$ cat src/rtl/bmain_pkg.sv
// Purpose: shared types and constants for the main-bus arbiter.
// Latency: n/a (types only).
// Backpressure: n/a (types only).
package bmain_pkg;

    typedef enum logic {
        FE1  = 1'b0,
        MEM1 = 1'b1
    } bmain_owner_t;

    // One-hot arbiter state; exactly one field is set in a legal encoding.
    typedef struct packed {
        logic idle;
        logic cmd;
        logic write;
        logic read;
    } bmain_arb_state_t;

    localparam logic BMAIN_CMD_READ  = 1'b1;
    localparam logic BMAIN_CMD_WRITE = 1'b0;

    localparam bmain_arb_state_t ST_IDLE  = 4'b1000;
    localparam bmain_arb_state_t ST_CMD   = 4'b0100;
    localparam bmain_arb_state_t ST_WRITE = 4'b0010;
    localparam bmain_arb_state_t ST_READ  = 4'b0001;

    function automatic bmain_owner_t bmain_other(input bmain_owner_t o);
        return (o == FE1) ? MEM1 : FE1;
    endfunction

endpackage

$ cat src/rtl/bmain_grant_pick.sv
// Purpose: pick the winner between fe1 and mem1 command requests (BMAIN_RR_EN selects round-robin tie-break).
// Latency: purely combinational, 0 cycles.
// Backpressure: none; caller decides when the pick is used.
module bmain_grant_pick
    import bmain_pkg::*;
(
    input  logic         i_fe1_req,
    input  logic         i_mem1_req,
    input  bmain_owner_t i_last_owner,
    input  logic         i_starved,
    output logic         o_vld,
    output bmain_owner_t o_owner
);

`ifdef BMAIN_RR_EN
    // Round-robin ignores starvation; the counter is held at zero by the parent.
    logic w_unused_starved;
    assign w_unused_starved = i_starved;
`else
    // Fixed priority does not need history of the previous owner.
    logic w_unused_last;
    assign w_unused_last = (i_last_owner == MEM1);
`endif

    // Winner selection: single requester wins outright, ties go to the mode's rule.
    always_comb begin
        o_vld   = i_fe1_req | i_mem1_req;
        o_owner = MEM1;
        if (i_fe1_req && !i_mem1_req) begin
            o_owner = FE1;
        end else if (i_fe1_req && i_mem1_req) begin
`ifdef BMAIN_RR_EN
            o_owner = bmain_other(i_last_owner);
`else
            o_owner = i_starved ? FE1 : MEM1;
`endif
        end
    end

endmodule

$ cat src/rtl/bmain_arbiter.sv
// Purpose: share one main-bus slave port between fe1 (reads) and mem1 (reads/writes); BMAIN_RR_EN enables round-robin.
// Latency: 0 cycles, combinational routing; only state, owner and starvation counter are registered.
// Backpressure: slave cready/wready/rvalid and owner rready pass straight through to the current owner only.
module bmain_arbiter
    import bmain_pkg::*;
#(
    parameter int STARVE_LIMIT = 4,
    parameter int STARVE_W     = 3
) (
    input  logic        clk_core,
    input  logic        reset,
    // fe1: instruction-cache refill, reads only
    input  logic        fe1_cvalid,
    output logic        bmain_cready_fe1,
    input  logic [26:0] fe1_bus_addr,
    output logic        bmain_rvalid_fe1,
    input  logic        fe1_rready,
    output logic        bmain_error_fe1,
    input  logic        fe1_eack,
    // mem1: data-cache evict/fill
    input  logic        mem1_cvalid,
    input  logic        mem1_cmd,
    input  logic [26:0] mem1_bus_addr,
    output logic        bmain_cready_mem1,
    input  logic        mem1_wvalid,
    input  logic        mem1_wlast,
    input  logic [31:0] mem1_bus_wdata,
    input  logic [3:0]  mem1_wmask,
    output logic        bmain_wready_mem1,
    output logic        bmain_rvalid_mem1,
    input  logic        mem1_rready,
    output logic        bmain_error_mem1,
    input  logic        mem1_eack,
    // broadcast read data
    output logic        bmain_rlast,
    output logic [31:0] bmain_rdata,
    // slave port
    output logic        bus_cvalid,
    output logic        bus_cmd,
    output logic [26:0] bus_addr,
    input  logic        bus_cready,
    output logic        bus_wvalid,
    output logic        bus_wlast,
    output logic [31:0] bus_wdata,
    output logic [3:0]  bus_wmask,
    input  logic        bus_wready,
    input  logic        bus_rvalid,
    input  logic        bus_rlast,
    input  logic [31:0] bus_rdata,
    output logic        bus_rready,
    input  logic        bus_error,
    output logic        bus_eack
);

    localparam logic [STARVE_W-1:0] W_LIMIT = STARVE_LIMIT[STARVE_W-1:0];
    localparam logic [STARVE_W-1:0] W_SAT   = {STARVE_W{1'b1}};

    bmain_arb_state_t    r_state;
    bmain_owner_t        r_owner;
    logic [STARVE_W-1:0] r_starve_cnt;

    logic             w_starved;
    logic             w_pick_vld;
    bmain_owner_t     w_pick;
    bmain_owner_t     w_sel;
    logic             w_cmd_phase;
    logic             w_cmd_vld;
    logic             w_sel_cmd;
    logic [26:0]      w_sel_addr;
    logic             w_cmd_acc;
    logic             w_fwd_w;
    logic             w_w_acc;
    logic             w_rd_phase;
    logic             w_own_rready;
    logic             w_busy;
    logic             w_own_eack;
    logic             w_err_done;
    bmain_arb_state_t w_after_acc;

    assign w_starved = (r_starve_cnt >= W_LIMIT);

    bmain_grant_pick u_pick (
        .i_fe1_req    (fe1_cvalid),
        .i_mem1_req   (mem1_cvalid),
        .i_last_owner (r_owner),
        .i_starved    (w_starved),
        .o_vld        (w_pick_vld),
        .o_owner      (w_pick)
    );

    // Selected requester: fresh pick while idle, otherwise the latched owner.
    // Every routed output is forced low while reset is held.
    always_comb begin
        w_sel        = r_state.idle ? w_pick : r_owner;
        w_cmd_phase  = !reset && (r_state.idle || r_state.cmd);
        w_cmd_vld    = w_cmd_phase && ((w_sel == MEM1) ? mem1_cvalid : fe1_cvalid);
        w_sel_cmd    = (w_sel == FE1) ? BMAIN_CMD_READ : mem1_cmd;
        w_sel_addr   = (w_sel == FE1) ? fe1_bus_addr : mem1_bus_addr;
        w_cmd_acc    = w_cmd_vld && bus_cready;
        w_fwd_w      = !reset && ((w_cmd_vld && (w_sel == MEM1) && (w_sel_cmd == BMAIN_CMD_WRITE))
                                  || r_state.write);
        w_w_acc      = w_fwd_w && mem1_wvalid && bus_wready;
        w_rd_phase   = !reset && r_state.read;
        w_own_rready = (r_owner == MEM1) ? mem1_rready : fe1_rready;
        w_busy       = !reset && (r_state.cmd || r_state.write || r_state.read);
        w_own_eack   = (r_owner == MEM1) ? mem1_eack : fe1_eack;
        w_err_done   = w_busy && bus_error && w_own_eack;

        if (w_sel_cmd == BMAIN_CMD_READ) begin
            w_after_acc = ST_READ;
        end else if (w_w_acc && mem1_wlast) begin
            w_after_acc = ST_IDLE;
        end else begin
            w_after_acc = ST_WRITE;
        end
    end

    // Command and write channel routing toward the slave.
    assign bus_cvalid        = w_cmd_vld;
    assign bus_cmd           = w_cmd_vld && w_sel_cmd;
    assign bus_addr          = w_cmd_vld ? w_sel_addr : 27'd0;
    assign bmain_cready_fe1  = w_cmd_vld && (w_sel == FE1)  && bus_cready;
    assign bmain_cready_mem1 = w_cmd_vld && (w_sel == MEM1) && bus_cready;

    assign bus_wvalid        = w_fwd_w && mem1_wvalid;
    assign bus_wlast         = w_fwd_w && mem1_wlast;
    assign bus_wdata         = w_fwd_w ? mem1_bus_wdata : 32'd0;
    assign bus_wmask         = w_fwd_w ? mem1_wmask : 4'd0;
    assign bmain_wready_mem1 = w_fwd_w && bus_wready;

    // Read handshake goes to the owner only; data and last are broadcast.
    assign bmain_rvalid_fe1  = w_rd_phase && (r_owner == FE1)  && bus_rvalid;
    assign bmain_rvalid_mem1 = w_rd_phase && (r_owner == MEM1) && bus_rvalid;
    assign bus_rready        = w_rd_phase && w_own_rready;
    assign bmain_rdata       = bus_rdata;
    assign bmain_rlast       = bus_rlast;

    // Errors reach the owner during a transaction; an idle error is absorbed here.
    assign bmain_error_fe1   = w_busy && (r_owner == FE1)  && bus_error;
    assign bmain_error_mem1  = w_busy && (r_owner == MEM1) && bus_error;
    assign bus_eack          = w_busy ? w_own_eack : (!reset && bus_error);

    // Ownership FSM plus starvation counter.
    always_ff @(posedge clk_core) begin
        if (reset) begin
            r_state      <= ST_IDLE;
            r_owner      <= MEM1;
            r_starve_cnt <= '0;
        end else begin
            if (r_state.idle) begin
                if (w_pick_vld) begin
                    r_owner <= w_pick;
                    r_state <= w_cmd_acc ? w_after_acc : ST_CMD;
                end
            end else if (w_err_done) begin
                r_state <= ST_IDLE;
            end else if (r_state.cmd) begin
                if (w_cmd_acc) begin
                    r_state <= w_after_acc;
                end
            end else if (r_state.write) begin
                if (w_w_acc && mem1_wlast) begin
                    r_state <= ST_IDLE;
                end
            end else if (r_state.read) begin
                if (bus_rvalid && bus_rready && bus_rlast) begin
                    r_state <= ST_IDLE;
                end
            end else begin
                r_state <= ST_IDLE;
            end

`ifdef BMAIN_RR_EN
            r_starve_cnt <= '0;
`else
            if (w_cmd_acc && fe1_cvalid && (w_sel == MEM1)) begin
                if (r_starve_cnt != W_SAT) begin
                    r_starve_cnt <= r_starve_cnt + 1'b1;
                end
            end else if (r_state.idle && w_pick_vld && (w_pick == FE1)) begin
                r_starve_cnt <= '0;
            end
`endif
        end
    end

endmodule

$ cat config.mk
export PLATFORM = sky130hd
export DESIGN_NAME = bmain_arbiter
export DESIGN_NICKNAME = d
export VERILOG_FILES = /design/src/rtl/bmain_pkg.sv /design/src/rtl/bmain_grant_pick.sv /design/src/rtl/bmain_arbiter.sv
export SDC_FILE = /design/constraint.sdc
export NUM_CORES = 1
export LEC_CHECK = 0
export ABC_CLOCK_PERIOD_IN_PS = 2250
export CAP_MARGIN = 20
export CORE_MARGIN = 8
export CORE_UTILIZATION = 27
export DETAILED_ROUTE_END_ITERATION = 7
export GPL_ROUTABILITY_DRIVEN = 0
export GPL_TIMING_DRIVEN = 0
export HOLD_SLACK_MARGIN = 0.02
export MAX_ROUTING_LAYER = met4
export PLACE_DENSITY = 0.91
export SYNTH_ARGS = -nofsm -noshare
export SYNTH_HDL_FRONTEND = slang
export SYNTH_SLANG_ARGS = --single-unit
export TNS_END_PERCENT = 50
$ cat constraint.sdc
create_clock -name clk_core -period 2.25 [get_ports clk_core]
set_input_delay 0.225 -clock clk_core [delete_from_list [all_inputs] [get_ports clk_core]]
set_output_delay 0.225 -clock clk_core [all_outputs]
set_load 0.01 [all_outputs]
==> reports/summary.md, run 1 <==
The area share of the leading cell type in the synthesized netlist works out to 0.167. Of all nets on the critical path, the largest fanout is 10. The logs give 0.633 for the headroom to the max-slew limit and 247 for the top-level port count. In this run the worst setup path begins at reset. The minimum setup slack among reg-to-reg paths was 0.63 ns.

Clock latency on the worst-skew pair, taken at its later pin, is 0.23 ns. Clock tree synthesis inserted a total of 3 buffers. Counting instances, the worst hold path has a depth of 5. Counting along the longest clock path gives a buffer depth of 2. The share of flip-flops with an asynchronous set or reset after synthesis came out at 0. The worst ir drop on vdd is 0.000198 V, and the post-synth design cell area is 0.00175 mm2. 0 antenna diodes ended up in the layout. The hold violation total from the final report is 0, and the number of global-route vias before repair is 2785.

The area enclosed by the die boundary was 0.00932 mm2; the post-route clock period utilization was 0.982. The run finished with clean final reports. For the number of distinct standard cells referenced by the synthesized netlist, the log shows 50. Number of remaining DRC errors: 0.

Setup violations remaining at the end of the flow were counted as 0. The placed cell count is 505, and the register bit total from synthesis is 8. In this run the critical register-to-register path is captured at r_state[3]$_SDFF_PP1_. The region available for standard cell placement spans 0.00631 mm2. Setup repair after global routing could not meet its margin everywhere. The violation count after the first detailed-route iteration was 107.

The proportion of layout cells with a drive suffix above 1 is 0.298, and the sequential-to-total area share from yosys stat is 0.0914. The HPWL after detailed placement is 8830 um. Entering global routing, the biggest net connects 11 pins.

Register clock-pin slew on the reported worst setup and hold paths: 0.04 ns. The die width works out to 96.5 um. The kind of critical path is input pin to output port.

In this run the worst hold path is classified as input pin to flop. After the last flow step, the layout net total stands at 578. The logs give 4 for the detailed-router iteration count before antenna repair and 0.201 for the overall global routing resource usage. The shortest period the worst path allows works out to 2.21 ns. TritonCTS built the clock tree.

The tree is rooted in a sky130_fd_sc_hd__clkbuf_8. The number of cells on the worst reg-to-reg path works out to 4. After the flow finishes, the layout carries non-filler instances totaling 513. The primary flip-flop cell chosen by synthesis mapping was sky130_fd_sc_hd__dfxtp_1. The initial antenna violation count is 0, and the worst clock skew on the final layout is 0.00322 ns. The detail route stage leaves a number of antenna-violating nets equal to 0. The quantity of I/O buffers inserted on ports is 212.

Detailed routing inserted a total of 2541 vias. The first global-routing pass estimated 14100 um of wire. The final-report max-slew violation count was 0. sky130_fd_sc_hd__buf_4 takes more of the synthesized area than any other cell. Derived from the worst setup path, the maximum achievable clock frequency is 453 MHz. The number of vias per cell after detailed routing works out to 4.95.

The run gives 10200 um as the final routed wirelength across all metal layers. Yosys printed 0 warnings. The number of nets handed over by synthesis was 356. The tools report the end point of the worst hold path as r_starve_cnt[1]$_SDFFE_PP0P_. Dividing the synthesized area by the synthesized cell count gives 8.11 um2.

For the worst hold slack across all endpoints, the log shows 0.463 ns. The layout-stage area growth over the synthesis result works out to 121%. STA classifies the critical path startpoint as an input pin. The utilization after layout was 0.612; the post-route total power was 1.35 mW.

In this run, post-CTS hold repair placed 0 buffers. Across the run, the number of max-cap violations was 0. In the synthesized netlist, the number of instances is 216.

The run gives 0 as the total grt overflow. The floorplan die height was 96.5 um. The clock sink count is 8.

Power spread over the standard cell area amounts to 349 mW/mm2. The logs give 1 for the maximum level of the CTS H-tree and 1.98 ns for the endpoint arrival time on the critical path. STA classifies the critical path endpoint as an output port. Yosys mapped a number of flops with a built-in enable equal to 0.

The tools report the worst min-delay path startpoint as fe1_cvalid. Yosys attributes the largest share of cell area to sky130_fd_sc_hd__buf_4, sky130_fd_sc_hd__a22o_1, sky130_fd_sc_hd__nor3b_1. The logs give 0.277 for the starting density of the core and 1.67 nW for the leakage power figure.

In this run the critical register-to-register path is launched from r_owner$_SDFFE_PP1P_. After detailed routing, the average wire length per cell comes to 19.9 um. The site row count was 29; the worst endpoint required time was 2.03 ns. The transition time at the pin with the least slew margin works out to 0.551 ns.
==> stage by stage <==
| stage | TNS (ns) | cell area [um2] | worst slack [ns] |
|---|---|---|---|
| CTS | -0.0000482 | 3980 | -0.0000482 |
| finish | 0 | 3860 | 0.0403 |
| global placement | -18.28 | 3970 | -0.357 |
| floorplan | 0 | 1750 | 0.591 |
| detailed placement | -19.22 | 3970 | -0.394 |
| global route | -0.0747 | 3860 | -0.0249 |
==> Yosys cell counts, types with 2 or more instances <==
cell and instances:
sky130_fd_sc_hd__buf_4 39, sky130_fd_sc_hd__nor3b_1 30, sky130_fd_sc_hd__a22o_1 27, sky130_fd_sc_hd__nor3b_2 11, sky130_fd_sc_hd__dfxtp_1 8, sky130_fd_sc_hd__clkbuf_1 7
sky130_fd_sc_hd__nand2_1 7, sky130_fd_sc_hd__o211ai_1 7, sky130_fd_sc_hd__a21oi_1 6, sky130_fd_sc_hd__buf_2 6, sky130_fd_sc_hd__nor2_1 6, sky130_fd_sc_hd__nor2b_1 6
sky130_fd_sc_hd__nand3_1 5, sky130_fd_sc_hd__and2_1 3, sky130_fd_sc_hd__a21o_1 2, sky130_fd_sc_hd__and3_1 2, sky130_fd_sc_hd__buf_6 2, sky130_fd_sc_hd__ha_1 2
sky130_fd_sc_hd__inv_1 2, sky130_fd_sc_hd__mux2i_1 2, sky130_fd_sc_hd__nand2b_1 2, sky130_fd_sc_hd__o21a_1 2, sky130_fd_sc_hd__o21ai_0 2, sky130_fd_sc_hd__o21bai_1 2
sky130_fd_sc_hd__o32ai_1 2, sky130_fd_sc_hd__or3_1 2
==> logic make-up (layout without fill, tap and decap cells) <==
logic type | Yosys count | in the layout | share of synthesized area
adder cells (fa/ha/maj) | 2 | 2 | 0.0143
multiplexers | 4 | 4 | 0.0264
flip-flops | 8 | 8 | 0.0914
AO/OA/AOI/OAI | 66 | 66 | 0.321
AND/OR/NAND/NOR | 80 | 80 | 0.330
buffers and inverters | 56 | 276 | 0.216
==> critical path: stages <==
cell	delay [ns]
sky130_fd_sc_hd__clkdlybuf4s50_1	0.42
sky130_fd_sc_hd__o21ba_4	0.26
sky130_fd_sc_hd__o2111ai_4	0.16
sky130_fd_sc_hd__o21a_1	0.24
sky130_fd_sc_hd__buf_6	0.15
sky130_fd_sc_hd__buf_6	0.15
sky130_fd_sc_hd__nor3b_2	0.20
sky130_fd_sc_hd__buf_2	0.17
==> layout make-up <==
| class | instances | area (um2) |
|---|---|---|
| fillers | 578 | 2450 |
| repair buffers | 217 | 1920 |
| multi-input cells | 152 | 1240 |
| well taps | 77 | 96.3 |
| inverters | 2 | 7.51 |
| plain buffers | 54 | 394 |
| flip-flops and latches | 8 | 161 |
| clock buffers | 3 | 41.3 |
==> sequential cells by signal (all words and copies together) (netlist names) <==
name,count
r_state,4
r_owner,1
r_starve_cnt,3
==> routing by layer <==
metal | part of all wire | up-vias | GRT usage
li1 | - | 1221 | -
met1 | 0.33 | 1149 | 0.184
met2 | 0.53 | 161 | 0.382
met3 | 0.13 | 10 | 0.0703
met4 | 0.015 | 0 | 0.0555
met5 | 0 | - | -
==> cells in the final DEF (no fill, tap or decap), drive strengths merged, types with 5 or more instances in the layout <==
| master | synthesis | layout |
|---|---|---|
| o211ai | 7 | 7 |
| nor3b | 41 | 41 |
| buf | 47 | 61 |
| clkdlybuf4s50 | 0 | 144 |
| nand3 | 5 | 5 |
| clkbuf | 7 | 45 |
| a21oi | 7 | 7 |
| nand2 | 7 | 7 |
| dfxtp | 8 | 8 |
| nor2 | 6 | 6 |
| dlygate4sd2 | 0 | 20 |
| a22o | 27 | 27 |
| nor2b | 6 | 6 |
==> power by group <==
group | switching, mW | total (mW) | internal [mW] | leakage [nW]
Clock | 0.0633 | 0.180 | 0.117 | 0.0216
Sequential | 0.0107 | 0.168 | 0.157 | 0.0649
Combinational | 0.439 | 1.00 | 0.562 | 1.58
==> worst max path at each step <==
stage	endpoint	cells past startpoint
floorplan	bus_wdata[20]	7
global placement	bus_wdata[25]	8
detailed placement	bus_wdata[25]	8
CTS	bus_wdata[7]	7
global route	bus_wdata[25]	8
finish	bus_wdata[25]	8
==> what timing repair did <==
item	4_1_cts	5_1_grt
pin swaps	1	1
buffers inserted	4	0
resized for setup	119	99
gates cloned	1	0
setup endpoints to repair	69	49
Power figures use the tool's default switching activity.
==> run 2: changes to the inputs <==
CTS_CLUSTER_DIAMETER = 50   (was default)
SKIP_LAST_GASP = 1   (was default)
SLEW_MARGIN = 20   (was default)
==> run 2 against run 1 <==
Compared with the run above: the run now ends with negative setup slack left; clock power is essentially flat; critical path type unchanged; largest power group unchanged; first-iteration DRC count is 26% higher; hold slack gained 0.0016 ns; sequential power about the same; die area stayed put.
==> reports/summary.md, run 2 (synthesis gave the netlist of run 1 again) <==
The detailed-router iteration count before antenna repair was 4 (unchanged); the total stage count of the critical path was 7 (was 8). For the worst path setup slack after routing, the log shows -0.0948 ns (was 0.0403 ns). The highest-delay cell along the critical path was sky130_fd_sc_hd__clkdlybuf4s50_1 (unchanged). The largest fanout of any net on the critical path is 9 (was 10).

The tools report the reg-to-reg critical path endpoint as r_state[3]$_SDFF_PP1_ (unchanged). The net count reported at finish was 585 (was 578); the leakage power figure was 2.12 nW (was 1.67 nW). The logs give 2.03 ns (about the same) for the worst endpoint required time and 0 (unchanged) for the final-report max-slew violation count. The tools report the final design area excluding fillers as 0.00410 mm2 (was 0.00386 mm2).

For the hold violation total from the final report, the log shows 0 (unchanged). The final setup violation count was 1 (was 0). The placeable core area was 0.00631 mm2 (unchanged).

The final routed wirelength across all metal layers is 10500 um (was 10200 um), and the site row count is 29 (unchanged). The floorplan die height was 96.5 um (unchanged). The instance count along the most critical hold path came out at 5 (unchanged). The net switching component of the power was 0.517 mW (was 0.513 mW); the maximum level of the CTS H-tree was 1 (unchanged). The logs give 0.63 ns (about the same) for the minimum setup slack among reg-to-reg paths and 0.201 (about the same) for the overall global routing resource usage. The launching element of the worst setup path was reset (unchanged). Most prevalent standard cell on the critical path: sky130_fd_sc_hd__clkdlybuf4s50_1 (was sky130_fd_sc_hd__buf_6). The clock sink count was 8 (unchanged). The clock network power share is 0.127 (was 0.133), and the global-route wire length before repair is 14100 um (about the same).

The kind of launch point of the worst setup path is an input pin (unchanged). The CTS root buffer was sky130_fd_sc_hd__clkbuf_8 (unchanged). The run gives 0 (unchanged) as the initial antenna violation count.

Critical path's top delay family: buffers and inverters (unchanged). The category of the worst setup path capture point is an output port (unchanged). The worst path buffer plus inverter count came out at 3 (was 4).

The maximum number of pins on one net before global-route repair is 11 (unchanged). The register ranked first by flip-flop count was r_state (unchanged). The number of cells on the worst reg-to-reg path is 4 (unchanged). Top-level port count: 247 (unchanged).

Area enclosed by the die boundary: 0.00932 mm2 (unchanged). The final reports fail on negative setup slack. The proportion of layout cells with a drive suffix above 1 works out to 0.237 (was 0.298). The die width came out at 96.5 um (unchanged).

The shortest period the worst path allows works out to 2.34 ns (was 2.21 ns). Most frequent cells in the layout: sky130_fd_sc_hd__clkdlybuf4s50_1, sky130_fd_sc_hd__buf_4, sky130_fd_sc_hd__nor3b_1 (was sky130_fd_sc_hd__clkdlybuf4s50_1, sky130_fd_sc_hd__buf_4, sky130_fd_sc_hd__clkbuf_2). The register clock-pin slew on the reported worst setup and hold paths was 0.04 ns (about the same); the flip-flop count of the largest register, all copies and words added was 4 (unchanged). Quantity of I/O buffers inserted on ports: 212 (unchanged). The part of the power in registers was 0.121 (was 0.124); the delay contributed by the slowest stage of the critical path was 0.53 ns (was 0.42 ns).

The end point of the worst hold path was r_starve_cnt[1]$_SDFFE_PP0P_ (unchanged). The worst clock skew on the final layout was 0.00137 ns (was 0.00322 ns); the maximum clock rate was 426 MHz (was 453 MHz). Most frequent standard cell in the layout excluding fill and tap cells: sky130_fd_sc_hd__clkdlybuf4s50_1 (unchanged). The flow ran to the end, but the final reports show violations. The placed standard-cell area was 0.00397 mm2 (unchanged); the starting density of the core was 0.277 (unchanged). For the total grt overflow, the log shows 0 (unchanged). Worst-path cell chain: clkdlybuf4s50_1 > o21ba_4 > o31a_1 > a21boi_4 > buf_6 > a22o_1 > clkdlybuf4s50_1 (was clkdlybuf4s50_1 > o21ba_4 > o2111ai_4 > o21a_1 > buf_6 > buf_6 > nor3b_2 > buf_2). The number of vias per cell after detailed routing was 4.96 (was 4.95). TritonCTS built the clock tree.

The clock latency of the later-clocked register in the worst-skew pair was 0.23 ns (about the same); the fill cell total of the finished layout was 538 (was 578). The total CTS buffers was 3 (unchanged); the power density over the cells was 339 mW/mm2 (was 349 mW/mm2). The number of antenna cells inserted was 0 (unchanged). The layout-stage area growth over the synthesis result came out at 134% (was 121%). Endpoint arrival time on the critical path: 2.12 ns (was 1.98 ns). For the number of nets still failing antenna checks after routing, the log shows 0 (unchanged). Worst ir drop on vdd: 0.000210 V (was 0.000198 V). Setup repair after global routing could not meet its margin everywhere.

The clock tree buffer depth is 2 (unchanged), and the fraction of power spent switching nets is 0.371 (was 0.380). The wire length per cell was 20.3 um (was 19.9 um). The tools report the launch instance of the worst register-to-register path as r_owner$_SDFFE_PP1P_ (unchanged).

The number of global-route vias before repair came out at 2789 (was 2785). The transition time at the pin with the least slew margin is 0.587 ns (was 0.551 ns). The internal portion of total power is 0.875 mW (was 0.835 mW). The logs give 0 (unchanged) for the number of remaining DRC errors and 0.00123 mm2 (was 0.00124 mm2) for the area of the multi-input gates. The worst min-delay path startpoint was fe1_cvalid (unchanged). The kind of critical path was input pin to output port (unchanged). The logs give 135 (was 107) for the violation count after the first detailed-route iteration and 2578 (was 2541) for the total via count after detailed routing.

For the final total negative setup slack, the log shows -0.0948 ns (was 0 ns). The post-route clock period utilization is 1.04 (was 0.982), and the headroom to the max-slew limit is 0.609 (was 0.633). The flip-flop and latch area is 161 um2 (unchanged), and the estimated wirelength of the detail-placed design is 8830 um (unchanged). The combinational power share is 0.752 (was 0.742).

Max-capacitance violation count: 0 (unchanged). Path class of the lowest-slack min-delay path: input pin to flop (unchanged). Top flop regs: r_state x4, r_starve_cnt x3, r_owner x1 (unchanged).
[run 2: cell count changes in the layout (fill, tap and decap cells not counted), sizes merged]
cell	before	now
clkbuf	45	16
dlymetal6s2s	0	26
buf	61	69
clkdlybuf4s50	144	145
dlygate4sd2	20	21
[run 2: worst max-delay path by stage]
| stage | to | slack, ns |
|---|---|---|
| 3_3_place_gp | bus_wdata[25] | -0.36 |
| 5_1_grt | bus_addr[8] | -0.20 |
| 3_5_place_dp | bus_wdata[25] | -0.39 |
| 6_report | bus_addr[8] | -0.09 |
| 2_1_floorplan | bus_wdata[20] | 0.59 |
| 4_1_cts | bus_wdata[19] | -0.25 |
[run 2: layout make-up]
class | count | area share
timing repair buffer | 224 | 0.531
multi-input combinational | 152 | 0.300
buffer | 54 | 0.0948
sequential | 8 | 0.0393
tap | 77 | 0.0235
clock buffer | 3 | 0.0101
inverter | 2 | 0.00183
[run 2: power groups by stage]
stage / clock network, mW / logic, mW / registers (mW)
3_5_place_dp: 0 / 1.04 / 0.169
6_report: 0.177 / 1.05 / 0.168
5_1_grt: 0.191 / 1.12 / 0.169
2_1_floorplan: 0 / 0.514 / 0.166
3_3_place_gp: 0 / 1.03 / 0.168
4_1_cts: 0.179 / 1.04 / 0.167
[run 2: metrics by stage]
step	utilization	cells	hold slack [ns]	worst slack [ns]	power, mW
after floorplan	-	216	0.341	0.591	0.681
after global placement	0.629	505	0.481	-0.357	1.20
after detailed placement	0.629	505	0.507	-0.394	1.21
after CTS	0.635	513	0.456	-0.253	1.39
after global routing	0.650	520	0.493	-0.196	1.48
final	0.650	520	0.465	-0.0948	1.39
[run 2: repair_timing]
action | 4_1_cts | 5_1_grt
resized for setup | 85 | 49
endpoints found under the hold margin | 0 | 0
gates cloned | 1 | 0
buffers inserted | 4 | 7
hold buffers | 0 | 0
endpoints found under the setup margin | 69 | 69
pin swaps | 1 | 1
[run 2: tightest hold or removal path, cell delays in order]
cell and delay (ns):
sky130_fd_sc_hd__buf_2 0.16, sky130_fd_sc_hd__nand2_1 0.08, sky130_fd_sc_hd__nor2_1 0.05, sky130_fd_sc_hd__nand3_1 0.08
sky130_fd_sc_hd__a21oi_1 0.05
[run 2: layer usage]
layer  up-vias  share of wire  GRT usage
met4         0          0.015     0.0555
met3        10           0.13     0.0711
met1      1161           0.33      0.184
met5         -              0          -
li1       1237              -          -
met2       170           0.52      0.382
==> RTL change: new RTL, config.mk and constraints of run 1 <==
Register the outputs `bmain_error_fe1` and `bmain_error_mem1`, cleared by the reset; this adds one clock of latency there. The other outputs are not delayed to match.
--- a/src/rtl/bmain_arbiter.sv
+++ b/src/rtl/bmain_arbiter.sv
@@ -136,8 +136,15 @@
     assign bmain_rlast       = bus_rlast;
 
     // Errors reach the owner during a transaction; an idle error is absorbed here.
-    assign bmain_error_fe1   = w_busy && (r_owner == FE1)  && bus_error;
-    assign bmain_error_mem1  = w_busy && (r_owner == MEM1) && bus_error;
+    always_ff @(posedge clk_core) begin
+        if (reset) begin
+            bmain_error_fe1  <= '0;
+            bmain_error_mem1 <= '0;
+        end else begin
+            bmain_error_fe1  <= w_busy && (r_owner == FE1)  && bus_error;
+            bmain_error_mem1 <= w_busy && (r_owner == MEM1) && bus_error;
+        end
+    end
     assign bus_eack          = w_busy ? w_own_eack : (!reset && bus_error);
 
     // Ownership FSM plus starvation counter.
Check against the original RTL: not equivalent (Yosys sat finds a counterexample within 4 cycles, from zero or initial values and one cycle with reset high).
==> RTL change against run 1 <==
  * The run now ends with negative setup slack left
  * Final area grew 1.2%
  * Combinational power fell by 34%
  * Setup slack got worse by 0.084 ns
  * Area after synthesis is 9.6% lower
  * Sequential cell count rose by 2
  * Final cell count decreased by 1.2%
  * Routed wire length down 0.56%
  * Total power decreased by 18%
  * Via count down 1.1%
  * Critical endpoint is now bmain_rvalid_mem1
  * Largest cell class unchanged
  * Highest routed layer unchanged
==> RTL change: results (changes against run 1) <==
[timing]
skew_ns=0.00103  ; was 0.00322 ns
fin_tns_setup_ns=-0.124  ; was 0 ns
max-slew-margin-rel_pct=68.6  ; was 63.3%
finalWorstSetupSlack_ns=-0.0433  ; was 0.0403 ns
setup_viol_count_final=4  ; was 0
worst_hold_slack_ns=0.454  ; was 0.463 ns

[synthesis]
syn_avg_cell_area_sq_um=7.76  ; was 8.11 sq um
syn_nets=344  ; was 356
synth-compound-area-share_pct=28.0  ; was 32.1%
synth_fa_ha_area_share_pct=1.58  ; was 1.43%
ys_seq_area_share_pct=12.6  ; was 9.14%
synthMuxAreaShare_pct=4.03  ; was 2.64%
synthTopCellsByCount=and2_1 (44), buf_4 (35), a22o_1 (27), dfxtp_1 (10), buf_2 (7)  ; was buf_4 (39), nor3b_1 (30), a22o_1 (27), nor3b_2 (11), dfxtp_1 (8)
synth_area_leaders=and2_1 (17%), buf_4 (17%), a22o_1 (15%), dfxtp_1 (13%), buf_2 (2.2%)  ; was buf_4 (17%), a22o_1 (13%), nor3b_1 (13%), dfxtp_1 (9.1%), nor3b_2 (7.9%)
synthDistinctLibCells=44  ; was 50

[worst_hold_path]
min_path_cells=3  ; was 5
hold_path_end=r_owner  ; was r_starve_cnt[1]
min_from=mem1_cvalid  ; was fe1_cvalid

[pwr]
pg_comb_mw=0.656  ; was 1.00 mW
vdd_drop_max_uv=158  ; was 198 uV
switchingPower_mw=0.356  ; was 0.513 mW
powerSeq_mw=0.204  ; was 0.168 mW
p_int_mw=0.748  ; was 0.835 mW
leakagePower_nw=1.94  ; was 1.67 nW

[finish]
fillers=453  ; was 578
largestRegisters=r_state: 4 flops, r_starve_cnt: 3 flops  ; was r_state: 4 flops, r_starve_cnt: 3 flops, r_owner: 1 flops
drive_gt1_share_pct=30.3  ; was 29.8%
fin_cells=507  ; was 513
nets=573  ; was 578

[worst_setup_path]
worstPathArrival_ns=2.07  ; was 1.98 ns
reg2regPathDepth=8  ; was 4
rr_endpoint=r_state[0]  ; was r_state[3]
cp_slowest_stage_delay_ns=0.51  ; was 0.42 ns
reg2reg_slack_ns=0.28  ; was 0.63 ns
endpoint=bmain_rvalid_mem1  ; was bus_wdata[25]

[cts]
cts_inserted_buffers=3  ; unchanged
insertion_delay_ns=0.25  ; was 0.23 ns

[grt]
grt.total_usage_pct=22.3  ; was 20.1%
grt_pass1_wl_microns=14800  ; was 14,100 microns
first_global_vias=2646  ; was 2,785

[drt]
dr.first_iter.drc_count=129  ; was 107
routedWlPerCell_microns=20.1  ; was 19.9 microns
drt_first_pass_iters=5  ; was 4

[run_status]
violations=negative setup slack
status=finished with violations  ; was completed

[place]
post-place-cells=492  ; was 505
dp_hpwl_microns=8070  ; was 8830 microns
pre_cts_slack_ns=-0.699  ; was -0.394 ns
place_area_sq_mm=0.00381  ; was 0.00397 sq mm
port_buffers=213  ; was 212

[RTL change: metal layers]
layer / routed length (microns) / vias up / global-route usage (%)
li1: - / 1161 / -
met1: 3820 / 1150 / 24.1
met2: 5260 / 177 / 39.2
met3: 859 / 24 / 6.07
met4: 231 / 0 / 6.04
met5: 0 / - / -
[RTL change: what timing repair did]
| item | 4_1_cts | 5_1_grt |
|---|---|---|
| hold endpoints to repair | 0 | 0 |
| gates cloned | 1 | 0 |
| buffers inserted | 5 | 5 |
| endpoints found under the setup margin | 71 | 71 |
| gates resized for setup | 107 | 106 |
| pin swaps | 5 | 3 |
[RTL change: cell type report]
| class | instances | area [sq um] | area share, % |
|---|---|---|---|
| Inverter | 1 | 3.75 | 0.0960 |
| Multi-Input combinational cell | 145 | 1140 | 29.1 |
| Tap cell | 75 | 93.8 | 2.40 |
| Timing Repair Buffer | 224 | 2010 | 51.5 |
| Sequential cell | 10 | 209 | 5.34 |
| Clock buffer | 4 | 55.1 | 1.41 |
| Buffer | 48 | 398 | 10.2 |
